<file path="src/rtl/fpu_int_to_float.sv">
// Multi-cycle integer to IEEE-754 float converter: one operand in flight,
// bit-serial normalization, round-to-nearest-even, valid/ready on both sides.
module fpu_int_to_float #(
   parameter int bitness = 32
) (
   input  logic               clock,
   input  logic               reset,
   input  logic [bitness-1:0] operand,
   input  logic               signed_mode,
   input  logic               in_valid,
   output logic               in_ready,
   output logic [bitness-1:0] result,
   output logic               out_valid,
   input  logic               out_ready
);

   localparam int E    = (bitness == 16) ? 5  : (bitness == 32) ? 8  : 11;
   localparam int M    = (bitness == 16) ? 11 : (bitness == 32) ? 24 : 53;
   localparam int BIAS = (1 << (E - 1)) - 1;
   localparam logic [E-1:0] EXP_TOP = E'(BIAS + bitness - 1);

   typedef enum logic [2:0] {IDLE, ABS, NORMALIZE, ROUND, DONE} state_t;

   state_t             state;
   logic [bitness-1:0] op_q;
   logic               sm_q;
   logic               sign;
   logic [bitness-1:0] mag;
   logic [E-1:0]       exp_q;

   logic               in_sign;
   logic [bitness-1:0] mag_abs;
   logic [M-1:0]       mant;
   logic               guard, sticky, rnd_up, carry;
   logic [M-2:0]       frac;
   logic [E-1:0]       exp_rnd;

   always_comb begin
      in_sign = sm_q & op_q[bitness-1];
      mag_abs = in_sign ? (~op_q + bitness'(1)) : op_q;
      mant    = mag[bitness-1 -: M];
      guard   = mag[bitness-M-1];
      sticky  = |(mag << (M + 1));
      rnd_up  = guard & (sticky | mant[0]);
      // an all-ones mantissa wraps the fraction to zero and bumps the exponent
      carry   = rnd_up & (&mant);
      frac    = mant[M-2:0] + (M-1)'(rnd_up);
      exp_rnd = exp_q + E'(carry);
   end

   assign in_ready = (state == IDLE);

   always_ff @(posedge clock or negedge reset) begin
      if (!reset) begin
         state     <= IDLE;
         op_q      <= '0;
         sm_q      <= 1'b0;
         sign      <= 1'b0;
         mag       <= '0;
         exp_q     <= '0;
         result    <= '0;
         out_valid <= 1'b0;
      end else begin
         case (state)
            IDLE: begin
               if (in_valid) begin
                  op_q  <= operand;
                  sm_q  <= signed_mode;
                  state <= ABS;
               end
            end
            ABS: begin
               sign <= in_sign;
               mag  <= mag_abs;
               // zero still takes the ROUND pass, which packs +0.0 from a
               // cleared exponent and magnitude
               if (mag_abs == '0) begin
                  exp_q <= '0;
                  state <= ROUND;
               end else begin
                  exp_q <= EXP_TOP;
                  state <= NORMALIZE;
               end
            end
            NORMALIZE: begin
               if (mag[bitness-1]) begin
                  state <= ROUND;
               end else begin
                  mag   <= mag << 1;
                  exp_q <= exp_q - E'(1);
               end
            end
            ROUND: begin
               result    <= {sign, exp_rnd, frac};
               out_valid <= 1'b1;
               state     <= DONE;
            end
            DONE: begin
               if (out_ready) begin
                  out_valid <= 1'b0;
                  state     <= IDLE;
               end
            end
            default: state <= IDLE;
         endcase
      end
   end

endmodule

</file>
<file path="config.mk">
export PLATFORM = sky130hd
export DESIGN_NAME = fpu_int_to_float
export DESIGN_NICKNAME = d
export VERILOG_FILES = /design/src/rtl/fpu_int_to_float.sv
export SDC_FILE = /design/constraint.sdc
export NUM_CORES = 1
export LEC_CHECK = 0
export ABC_AREA = 0
export ABC_CLOCK_PERIOD_IN_PS = 3950
export BUFFER_PORTS_ARGS = -buffer_cell sky130_fd_sc_hd__buf_2
export CORE_MARGIN = 4
export CORE_UTILIZATION = 59
export DETAILED_ROUTE_END_ITERATION = 6
export PLACE_DENSITY = 0.81
export SKIP_LAST_GASP = 1
export SYNTH_ARGS = -nofsm -noshare
export SYNTH_HDL_FRONTEND = slang
export SYNTH_SLANG_ARGS = --single-unit
export TNS_END_PERCENT = 20
</file>
<file path="constraint.sdc">
create_clock -name clock -period 3.95 [get_ports clock]
set_input_delay 0.79 -clock clock [delete_from_list [all_inputs] [get_ports clock]]
set_output_delay 0.79 -clock clock [all_outputs]
set_load 0.005 [all_outputs]
</file>
; ---- Word-level counts from Yosys, hierarchy flattened
; Index checks and enable logic that the tools add are counted.
[word_totals]
ff_bits = 110
input_bits = 37
elab_cells = 49
[classes]
add_sub_neg = 4
eq_ne = 8
n_mux = 13
bitwise_logic = 5
reduce_logical = 10
[ops]
columns = op, count
row1 = $mux 32, 2
row2 = $pmux 32 s2, 1
row3 = $add 32x1->32 const B, 1
row4 = $logic_not 32->1, 1
row5 = $not 32->32, 1
row6 = $reduce_and 24->1, 1
row7 = $add 23x1->23, 1
row8 = $mux 8, 2
row9 = $pmux 8 s2, 1
row10 = $pmux 3 s5, 1
row11 = $mux 3, 3
row12 = $add 8x1->8, 1
row13 = $ne 2x2->1 const B, 4
row14 = $sub 8x1->8 const B, 1
row15 = $reduce_or 7->1, 1
row16 = $eq 3x2->1 const B, 2
row17 = $reduce_and 2->1, 3
row18 = $reduce_bool 2->1, 2
row19 = $and 1x1->1, 3
row20 = $eq 3x1->1 const B, 1
row21 = $eq 3x3->1 const B, 1
row22 = $logic_not 3->1, 1
row23 = $reduce_and 3->1, 1
row24 = $mux 1, 2
row25 = other kinds (2), 2

; ---- Depth between registers and ports, before layout
; Gate-level depths: netlist of the first run.
[logic_depth]
ltp_word = 6
mapped_depth = 11
depth_no_buf = 11

; ---- Worst setup path after synthesis of the first run
; Ideal clock, no wire load.
[synth_timing]
path_type = reg-to-reg
startpoint = register op_q[1]
endpoint = register state[0]
setup_time_ps = 124
arrival_ps = 2632
required_ps = 3826
slack_ps = 1194
stages_incl_launch_ff = 10
cell_sequence = dfrtp_1 > inv_1 > ha_1 > or4b_4 > nor3_4 > and3b_1 > and4b_4 > o311ai_2 > nor4_4 > a211o_1
[synth_via]
elab_chain_cells = 6
[synth_rtl]
columns = item, line_no
row1 = start: declaration, 25  ; logic [bitness-1:0] op_q;
row2 = start signal: assignment, 67  ; op_q <= operand;
row3 = $not 32->32, 40  ; mag_abs = in_sign ? (~op_q + bitness'(1)) : op_q;
row4 = $add 32x1->32, 40
row5 = $mux 32 (*), 40
row6 = $logic_not 32->1 (*), 77  ; if (mag_abs == '0) begin
row7 = $mux 1 (*), 77
row8 = $pmux 3 s5 (*), 64  ; case (state)
row9 = end signal: assignment, 69  ; state <= ABS;
row10 = end signal: assignment, 79  ; state <= ROUND;
row11 = end signal: assignment, 82  ; state <= NORMALIZE;
row12 = end: declaration, 24  ; state_t state;
; Every way passes the cells marked *; elsewhere a longest branch is shown, timed or not.
; A chain may end at the register's enable or synchronous reset.

; ---- Worst setup path after layout of the first run
[layout_timing]
startpoint = register op_q[1]
endpoint = register exp_q[3]
[layout_via]
elab_chain_cells = 6
[layout_rtl]
columns = item, line_no
row1 = $not 32->32, 40
row2 = $add 32x1->32, 40
row3 = $mux 32 (*), 40
row4 = $logic_not 32->1 (*), 77
row5 = $mux 8 (*), 77
row6 = $pmux 8 s2 (*), 64
row7 = end signal: assignment, 90  ; exp_q <= exp_q - E'(1);
row8 = end: declaration, 29  ; logic [E-1:0] exp_q;
; Marked as above.

==> summary.txt, run 1 <==
Critical path
  – CP cell instances: inv_1 > ha_1 > or4b_4 > nor3_4 > a31oi_1 > nor3_1 > o311ai_2 > nor4_4 > o211ai_1
  – WS Path Type: flop to flop
  – Critical Path Start Type: flop
  – Reg2Reg Depth: 9
  – Cell count along the critical path: 9
  – Max stage delay on crit path: approximately 530 ps
  – Slowest CP cell: or4b_4
  – CP Capture Type: flop
  – Worst EP required: 4200 ps
  – Worst R2R Start: op_q[1]
  – Worst EP arrival: about 3400 ps
  – Worst-path maximum fanout: 9
  – CP startpoint: op_q[1]
  – CP delay by family, top: simple AND/OR/NAND/NOR gates
  – CP bufs+invs: 1

Cells and area
  – Share of layout cells above drive strength 1: a little over a fifth
  – FILL cells: 821
  – Total Nets Final: 707
  – Most frequent cells in the layout: dfrtp_1 (110), o21ai_0 (71), buf_2 (69)
  – Area grow syn2layout: 10.5%
  – Commonest non-fill, non-tap cell in the layout: dfrtp_1
  – N_diodes: 0

Global routing
  – Initial antenna violation count: 0
  – Global Route Usage Sum: 23.3%
  – Largest net degree at the start of global routing: 64
  – Number of global-route vias before repair: around 4600
  – First-pass GRT wire length: 22.0 mm
  – Grt total ovfl: 0

Logic synthesis
  – Seq/Total Area, Yosys: 45.9%
  – Xor/xnor cell area share of the yosys netlist: 8.48%
  – Simple-Gate Fraction of Synth Area: 17.6%
  – Top FF cell, synth: dfrtp_1
  – Net count after synthesis: 661
  – Synth warnings: 0
  – Syn_area_per_cell: 9.71 um^2
  – Number of synthesized register bits: 110
  – Cell area after synthesis: 5990 um^2
  – Async set-or-reset flop fraction in the synthesized netlist: 100%
  – Post-synthesis compound-gate area fraction: 16.2%
  – Post-synth EDFFs: 0
  – Yosys cell types: 63
  – Syn Inst Count: 617
  – Adder-Cell Fraction of Synth Area: 1.46%
  – Largest family of logic cells by synthesized area: simple AND/OR/NAND/NOR gates
  – Multiplexer share of the synthesized area: 6.74%

Timing
  – Final period utilization: approximately 80%
  – Setup violators final: 0
  – Final worst path period need: 3160 ps
  – Fin. Hold Viols: 0
  – FMAX: 316 MHz
  – TNS Setup: 0 ps
  – Tightest Pin Transition: between 900 and 1000 ps
  – RSZ-0062 raised after global routing: false
  – Max Slew Vio Count: 0
  – Normalized max-slew margin: 38.8%
  – Clock Skew: 10.9 ps

Clock network
  – Number of clock sinks: 110
  – Hold Buf Count CTS: 0
  – Clock H-tree levels: 3
  – # Post-CTS Setup Buffers: 0
  – PostCTS Resize Cnt: 0
  – Clock Latency Late Sink: 390 ps
  – Num CTS Buffers: 9
  – Clock transition at the registers of the reported paths: 110 ps
  – Max Root-Sink Buffers: 2
  – CTS tree: built
  – CTS Root Cell: clkbuf_8

Flow run
  – Max-cap viol count: 0

Route
  – # DRC: 0
  – WL final: 13.0 mm
  – Number of vias per cell: 6.05
  – Initial DRC Count: 347
  – Antenna-violating nets left: 0
  – Drt first pass iters: 5
  – Vias: 4846
  – DR WL/cell: roughly 16 um

Floorplan
  – Num rows: 36
  – Die area: 11800 um^2
  – Die Ht: 109 um
  – Initial Utilization: 61.0%
  – Die X: approximately 110 um
  – I/O pin count: 71
  – CORE AREA: between 9000 and 10000 um^2

Power
  – Pint: between 3 and 4 mW
  – Final Power: 5.51 mW
  – Reg power frac: 43.1%
  – Net switching power: 2.35 mW
  – Peak VDD IR: 0.458 mV
  – Clk pwr share: 13.9%
  – Combinational power share: between 40% and 50%
  – Pleak: 2.81 nW
  – Cell Pwr Density: 832 nW/um^2
  – Sw frac: ~43%

Worst hold path
  – Hold crit path type: input port to async pin

Status
  – Status: finished, final reports clean

Placed design
  – Gpl congestion: 0.901
  – Post-detail-place hpwl: 9.69 mm
  – Buffers added on ports: 70
[power by group through the flow]
stage          registers (mW)  clock network, mW  logic (mW)
2_1_floorplan            2.09                  0        1.93
3_3_place_gp             2.32                  0        2.28
3_5_place_dp             2.38                  0        2.37
4_1_cts                  2.36              0.777        2.38
5_1_grt                  2.47              0.824        2.67
6_report                 2.37              0.768        2.37
[area by class of cell]
type                            count  area [um^2]  area share, %
Multi-Input combinational cell    454         3030           45.7
Sequential cell                   110         2750           41.6
Timing Repair Buffer               79          420           6.35
Tap cell                          133          166           2.51
Clock buffer                       11          141           2.13
Clock inverter                      5         81.3           1.23
Inverter                            9         33.8          0.510
[state kept, by name, indices dropped and copies added, names as in the netlist]
signal and cells:
mag 32, result 32, sm_q 1, out_valid 1, exp_q 8, op_q 32
sign 1, state 3
[stage by stage]
| stage | util, % | setup WS, ps | instances | hold slack, ps | instance area, um^2 |
|---|---|---|---|---|---|
| 4_1_cts | 67.4 | 799 | 801 | 490 | 6620 |
| 3_3_place_gp | 65.2 | 1000 | 785 | 457 | 6400 |
| 5_1_grt | 67.4 | 588 | 801 | 506 | 6620 |
| 6_report | 67.4 | 789 | 801 | 475 | 6620 |
| 3_5_place_dp | 65.2 | 817 | 785 | 466 | 6400 |
| 2_1_floorplan | - | 1190 | 617 | 446 | 5990 |
[cells by family after synthesis]
| kind of cell | after synthesis |
|---|---|
| DFF | 110 |
| buffers and inverters | 53 |
| and+or+nand+nor | 198 |
| muxes | 36 |
| xor gates and xnor gates | 58 |
| AOI/OAI and AO/OA | 155 |
| adders and majority gates | 7 |
[final timing paths]
path                              to  slack (ps)
min in group clock         result[2]         480
min                        result[1]         470
max                         exp_q[3]         790
min reg2reg                result[2]         470
max reg2reg                 exp_q[3]         790
max in group asynchronous    mag[17]        2660
[cell usage after synthesis (all sizes together) (3+ instances only)]
library cell  count  area share [%]
a31oi            11             1.1
mux2             35             6.6
ha                7             1.5
clkbuf           36             2.3
nand2b            3            0.31
nor2b             4            0.42
nor2             37             2.3
nand3            21             1.8
nand2            58             3.6
or4               5            0.63
xor2             26             3.8
or3               5            0.52
and2              4            0.42
nand4            11             1.1
nor3             15             1.5
nor4             12             1.6
o21ai            72             6.0
xnor2            32             4.7
a21oi            15             1.3
a22oi            29             3.6
o211ai            7            0.88
dfrtp           110              46
and3              7            0.73
inv               9            0.56
buf               8            0.77
[worst reg2reg max path: stages (launching register included)]
cell and delay, ps:
dfrtp_1 460, inv_1 140, ha_1 250, or4b_4 530, nor3_4 360, a31oi_1 250, nor3_1 270, o311ai_2 170
nor4_4 470, o211ai_1 140
[routing by layer]
metal / GRT usage, % / routed length, um
met5: 0 / 0
met2: 36.5 / 6110
met4: 9.20 / 302
met3: 3.73 / 790
met1: 32.7 / 5850
No activity file was read; power rests on OpenSTA's default activity.
==> run 2: changes to the inputs <==
- ABC_CLOCK_PERIOD_IN_PS: 3950 -> 2900
- CORE_UTILIZATION: 59 -> 53
- PLACE_DENSITY: 0.81 -> 0.76
- clock period: 3.95 -> 2.9 ns (I/O delays scaled with it)
==> run 2 against run 1 <==
  * Via count increased by 1.2%
  * Total power increased by 47%
  * Cell count increased by 4.1%
  * Combinational power increased by 55%
  * Critical endpoint unchanged
  * Highest routed layer unchanged
==> summary.txt, run 2 (synthesis gave the netlist of run 1 again) <==
Critical path
  – CP delay by family, top: compound AO/OA/AOI/OAI gates (was simple AND/OR/NAND/NOR gates)
  – Worst reg2reg setup slack: 70 ps (was 790 ps)
  – CP cell instances: inv_1 > ha_2 > or4b_4 > nor3_4 > buf_6 > buf_4 > a31oi_1 > xnor2_1 > o2111ai_2 > o21ai_1 > o211ai_1 (was inv_1 > ha_1 > or4b_4 > nor3_4 > a31oi_1 > nor3_1 > o311ai_2 > nor4_4 > o211ai_1)
  – CP Capture Type: flop (unchanged)
  – Worst EP arrival: 3050 ps (was 3410 ps)
  – Worst R2R Start: op_q[1] (unchanged)
  – Critical Path Start Type: flop (unchanged)
  – WS Path Type: flop to flop (unchanged)
  – Reg2Reg Depth: 11 (was 9)
  – Slowest CP cell: or4b_4 (unchanged)
  – CP bufs+invs: 3 (was 1)
  – Crit path to: exp_q[3] (unchanged)
  – CP startpoint: op_q[1] (unchanged)
  – R2R Path End: exp_q[3] (unchanged)
  – Cell count along the critical path: 11 (was 9)
  – Max stage delay on crit path: 500 ps (was 530 ps)
  – Worst EP required: 3120 ps (was 4200 ps)
  – Worst-path maximum fanout: 7 (was 9)

Global routing
  – Grt total ovfl: 0 (unchanged)
  – Number of global-route vias before repair: 4702 (was 4593)
  – Global Route Usage Sum: 21.3% (was 23.3%)
  – Initial antenna violation count: 0 (unchanged)
  – Largest net degree at the start of global routing: 69 (was 64)
  – First-pass GRT wire length: 22.7 mm (was 22.0 mm)

Timing
  – Setup violators final: 0 (unchanged)
  – Fin. Hold Viols: 0 (unchanged)
  – RSZ-0062 raised after global routing: true (was false)
  – Normalized max-slew margin: 56.6% (was 38.8%)
  – FMAX: 353 MHz (was 316 MHz)
  – Clock Skew: 12.3 ps (was 10.9 ps)
  – Final worst path period need: 2830 ps (was 3160 ps)
  – Max Slew Vio Count: 0 (unchanged)
  – Final period utilization: 97.6% (was 80.0%)
  – Tightest Pin Transition: 649 ps (was 916 ps)

Floorplan
  – Num rows: 38 (was 36)
  – Die area: 13100 um^2 (was 11800 um^2)
  – CORE AREA: 10900 um^2 (was 9820 um^2)
  – Die Ht: 114 um (was 109 um)
  – I/O pin count: 71 (unchanged)
  – Initial Utilization: 54.8% (was 61.0%)
  – Die X: 114 um (was 109 um)

Route
  – Drt first pass iters: 5 (unchanged)
  – DR WL/cell: 16.5 um (was 16.3 um)
  – Antenna-violating nets left: 0 (unchanged)
  – Number of vias per cell: 5.88 (was 6.05)
  – Vias: 4905 (was 4846)
  – WL final: 13.7 mm (was 13.0 mm)
  – Initial DRC Count: 348 (was 347)
  – # DRC: 0 (unchanged)

Cells and area
  – Biggest regs: mag (32), op_q (32), result (32) (unchanged)
  – Share of layout cells above drive strength 1: 26.2% (was 21.6%)
  – Commonest non-fill, non-tap cell in the layout: dfrtp_1 (unchanged)
  – Fin area: 7000 um^2 (was 6620 um^2)
  – Total Nets Final: 733 (was 707)
  – Area grow syn2layout: 16.9% (was 10.5%)
  – Most frequent cells in the layout: dfrtp_1 (109), o21ai_0 (71), buf_2 (69) (was dfrtp_1 (110), o21ai_0 (71), buf_2 (69))
  – N_diodes: 0 (unchanged)

Placed design
  – Buffers added on ports: 70 (unchanged)
  – Gpl congestion: 0.885 (was 0.901)
  – DP Area: 6570 um^2 (was 6400 um^2)
  – Post-detail-place hpwl: 10.1 mm (was 9.69 mm)

Clock network
  – CTS tree: built (unchanged)
  – Max Root-Sink Buffers: 2 (unchanged)
  – Clock transition at the registers of the reported paths: 80 ps (was 110 ps)
  – Num CTS Buffers: 9 (unchanged)
  – Clock H-tree levels: 3 (unchanged)
  – Clock Latency Late Sink: 350 ps (was 390 ps)
  – CTS Root Cell: clkbuf_16 (was clkbuf_8)
  – Number of clock sinks: 110 (unchanged)

Power
  – Final Power: 8.08 mW (was 5.51 mW)
  – Pleak: 2.99 nW (was 2.81 nW)
  – Sw frac: 42.4% (was 42.7%)
  – Combinational power share: 45.6% (was 43.0%)
  – Clk pwr share: 14.9% (was 13.9%)
  – Net switching power: 3.43 mW (was 2.35 mW)
  – Reg power frac: 39.5% (was 43.1%)
  – Peak VDD IR: 0.656 mV (was 0.458 mV)
  – Cell Pwr Density: 1150 nW/um^2 (was 832 nW/um^2)
  – Pint: 4.65 mW (was 3.16 mW)

Worst hold path
  – Hold crit path type: input port to async pin (unchanged)

Flow run
  – Max-cap viol count: 0 (unchanged)

Status
  – Status: finished, final reports clean (unchanged)
-- run 2: worst reg2reg max path, stage by stage (launching register included) --
cell and delay (ps):
dfrtp_1 390, inv_1 110, ha_2 200, or4b_4 500, nor3_4 180, buf_6 150
buf_4 120, a31oi_1 90, xnor2_1 340, o2111ai_2 230, o21ai_1 250, o211ai_1 130
-- run 2: final cells by class --
| class | count | area [um^2] |
|---|---|---|
| clock buffers | 10 | 239 |
| fillers | 915 | 3930 |
| multi-input cells | 454 | 3120 |
| well taps | 140 | 175 |
| clock inverters | 6 | 50.0 |
| repair buffers | 105 | 632 |
| flip-flops and latches | 110 | 2750 |
| inverters | 9 | 33.8 |
-- run 2: repair_timing --
action,CTS,global route
resized for setup,2,16
hold buffers,0,0
gates cloned,0,0
pin swaps,2,5
setup endpoints to repair,1,6
setup buffers,1,5
-- run 2: layer usage --
layer,GRT usage [%],wire [um],vias up
met2,33.7,6500,143
li1,-,-,2380
met5,0,0,-
met3,3.65,729,15
met1,30.5,6350,2367
met4,5.78,150,0
-- run 2: worst min path at each step --
stage	from	to	slack [ps]	cells past startpoint
4_1_cts	reset	result[25]	230	1
6_report	reset	result[26]	200	1
5_1_grt	reset	result[26]	250	1
3_3_place_gp	result[25]	result[25]	460	2
3_5_place_dp	result[18]	result[18]	460	2
2_1_floorplan	reset	exp_q[0]	280	0
-- run 2: power groups by stage --
| stage | Combinational (mW) | Sequential (mW) | Clock [mW] |
|---|---|---|---|
| 3_5_place_dp | 3.53 | 3.16 | 0 |
| 5_1_grt | 4.08 | 3.31 | 1.29 |
| 2_1_floorplan | 2.63 | 2.85 | 0 |
| 4_1_cts | 3.56 | 3.14 | 1.23 |
| 6_report | 3.68 | 3.19 | 1.21 |
| 3_3_place_gp | 3.42 | 3.10 | 0 |
-- run 2: per-stage QoR --
| step | TNS [ps] | setup slack (ps) | cells | utilization, % | hold WS, ps |
|---|---|---|---|---|---|
| final | 0 | 70.9 | 834 | 64.0 | 203 |
| after CTS | -1.26 | -1.26 | 829 | 62.9 | 227 |
| after detailed placement | -4.26 | -4.26 | 812 | 60.1 | 465 |
| after floorplan | 0 | 144 | 617 | - | 284 |
| after global routing | -126 | -55.7 | 834 | 64.0 | 252 |
| after global placement | 0 | 117 | 812 | 60.1 | 456 |
==> run 3: changes to the inputs <==
- ABC_AREA: 0 -> not set
- PLACE_DENSITY: 0.76 -> 0.73
==> run 3 against run 2 <==
  * Cell count rose by 0.84%
  * Global-route usage about the same
  * Sequential power is 3% lower
  * Via count increased by 0.43%
  * Total power increased by 1.2%
  * Combinational power up 3%
  * Final area grew 1.3%
  * Sequential share of layout area is 0.49 points lower
  * Non-clock buffer count up 7
  * Count of clock-buffer cells in the layout stayed put
==> summary.txt, run 3 (synthesis gave the netlist of run 1 again) <==
Power
  – Pleak: 3.04 nW (was 2.99 nW)
  – Peak VDD IR: 0.544 mV (was 0.656 mV)
  – Cell Pwr Density: 1150 nW/um^2 (about the same)

Critical path
  – R2R Path End: state[0] (was exp_q[3])
  – CP Capture Type: flop (unchanged)
  – Worst EP arrival: 3050 ps (about the same)
  – Reg2Reg Depth: 10 (was 11)
  – Worst-path maximum fanout: 6 (was 7)
  – Worst reg2reg setup slack: 90 ps (was 70 ps)
  – WS Path Type: flop to flop (unchanged)
  – Critical Path Start Type: flop (unchanged)
  – Worst R2R Start: op_q[0] (was op_q[1])
  – Worst EP required: 3140 ps (was 3120 ps)

Status
  – Status: finished, final reports clean (unchanged)

Placed design
  – Gpl congestion: 0.884 (was 0.885)
  – Buffers added on ports: 70 (unchanged)
  – Post-detail-place hpwl: 9.92 mm (was 10.1 mm)

Clock network
  – Clock H-tree levels: 3 (unchanged)
  – Clock Latency Late Sink: 350 ps (about the same)
  – Clock transition at the registers of the reported paths: 70 ps (was 80 ps)
  – CTS tree: built (unchanged)
  – Hold Buf Count CTS: 0 (unchanged)
  – Number of clock sinks: 110 (unchanged)
  – Max Root-Sink Buffers: 2 (unchanged)
  – Num CTS Buffers: 9 (unchanged)
  – CTS Root Cell: clkbuf_16 (unchanged)

Cells and area
  – Commonest non-fill, non-tap cell in the layout: dfrtp_1 (unchanged)
  – Storage element area: 2750 um^2 (unchanged)
  – Area grow syn2layout: 18.3% (was 16.9%)
  – Biggest regs: mag (32), op_q (32), result (32) (unchanged)
  – Total Nets Final: 740 (was 733)
  – Final core utilization: 64.8% (was 64.0%)
  – FILL cells: 896 (was 915)
  – Multi-input logic area: 3140 um^2 (was 3120 um^2)
  – N_diodes: 0 (unchanged)
  – Most frequent cells in the layout: dfrtp_1 (109), o21ai_0 (71), buf_2 (69) (unchanged)
  – Share of layout cells above drive strength 1: 27.4% (was 26.2%)

Timing
  – Clock Skew: 8.06 ps (was 12.3 ps)
  – Final worst path period need: 2810 ps (was 2830 ps)
  – Fin. Hold Viols: 0 (unchanged)
  – Normalized max-slew margin: 59.7% (was 56.6%)
  – Final period utilization: 97.0% (was 97.6%)
  – Tightest Pin Transition: 604 ps (was 649 ps)
  – Max Slew Vio Count: 0 (unchanged)
  – FMAX: 355 MHz (was 353 MHz)
  – TNS Setup: 0 ps (unchanged)
  – Setup violators final: 0 (unchanged)

Route
  – DR WL/cell: 16.1 um (was 16.5 um)
  – Number of vias per cell: 5.86 (was 5.88)
  – Antenna-violating nets left: 0 (unchanged)
  – WL final: 13.5 mm (was 13.7 mm)
  – Initial DRC Count: 284 (was 348)
  – Vias: 4926 (was 4905)
  – # DRC: 0 (unchanged)
  – Drt first pass iters: 5 (unchanged)

Worst hold path
  – Hold crit path type: input port to async pin (unchanged)

Floorplan
  – Die Ht: 114 um (unchanged)
  – CORE AREA: 10900 um^2 (unchanged)
  – Num rows: 38 (unchanged)
  – Initial Utilization: 54.8% (unchanged)
  – Die X: 114 um (unchanged)
  – Die area: 13100 um^2 (unchanged)
  – I/O pin count: 71 (unchanged)

Flow run
  – Max-cap viol count: 0 (unchanged)

Global routing
  – Initial antenna violation count: 0 (unchanged)
  – Grt total ovfl: 0 (unchanged)
  – Number of global-route vias before repair: 4784 (was 4702)
  – Largest net degree at the start of global routing: 66 (was 69)
  – Global Route Usage Sum: 21.4% (was 21.3%)
  – First-pass GRT wire length: 22.8 mm (was 22.7 mm)
## run 3: changes by cell type in the layout (fill, tap and decap cells not counted), sizes merged
cell and delta:
buf +7, clkinvlp +1, inv -2, bufinv +1
## run 3: power by group
part / leakage [nW] / switching (mW) / internal [mW]
clock: 0.147 / 0.577 / 0.700
combinational: 1.54 / 1.98 / 1.80
sequential: 1.36 / 0.832 / 2.28
total: 3.04 / 3.39 / 4.78
## run 3: layout make-up
type                       count  share of cell area [%]
sequential                   110                    38.8
clock buffer                  10                    3.37
clock inverter                 6                   0.988
inverter                       9                   0.476
multi-input combinational    454                    44.3
tap                          140                    2.47
timing repair buffer         112                    9.60
## run 3: critical path, stage by stage (launching register included)
cell,delay (ps)
dfrtp_2,430
inv_2,90
ha_4,130
or4b_4,500
nor3_4,340
a31oi_4,150
and4b_1,250
o311ai_4,320
nor4_4,80
buf_4,170
a211o_1,250
## run 3: stage by stage
step	power (mW)	std cells	hold slack, ps	setup WS (ps)	area (um^2)
2_1_floorplan	5.48	617	284	144	5990
3_3_place_gp	6.58	819	458	76.7	6620
3_5_place_dp	6.73	819	466	-37.1	6620
4_1_cts	8.02	836	248	-13.2	6950
5_1_grt	8.81	841	276	-5.59	7090
6_report	8.17	841	232	86.0	7090
## run 3: repair_timing
action                     CTS  global route
pin swaps                    2            12
setup endpoints to repair    6             6
resized for setup            1            20
cloned                       0             0
setup buffers                1             5
## run 3: worst max path at each step
stage            start  endpoint  slack (ps)
3_3_place_gp   op_q[0]  exp_q[7]          80
6_report       op_q[0]  state[0]          90
3_5_place_dp   op_q[0]  exp_q[1]         -40
2_1_floorplan  op_q[1]  state[0]         140
4_1_cts        op_q[0]  exp_q[1]         -10
5_1_grt        op_q[0]  exp_q[7]          -6
## run 3: per-layer routing
metal	up-vias	part of all wire (%)	GRT usage, %
met5	-	0	0
met4	0	2.4	8.23
met3	30	5.2	2.80
met2	154	45	33.5
met1	2349	47	30.4
li1	2393	-	-
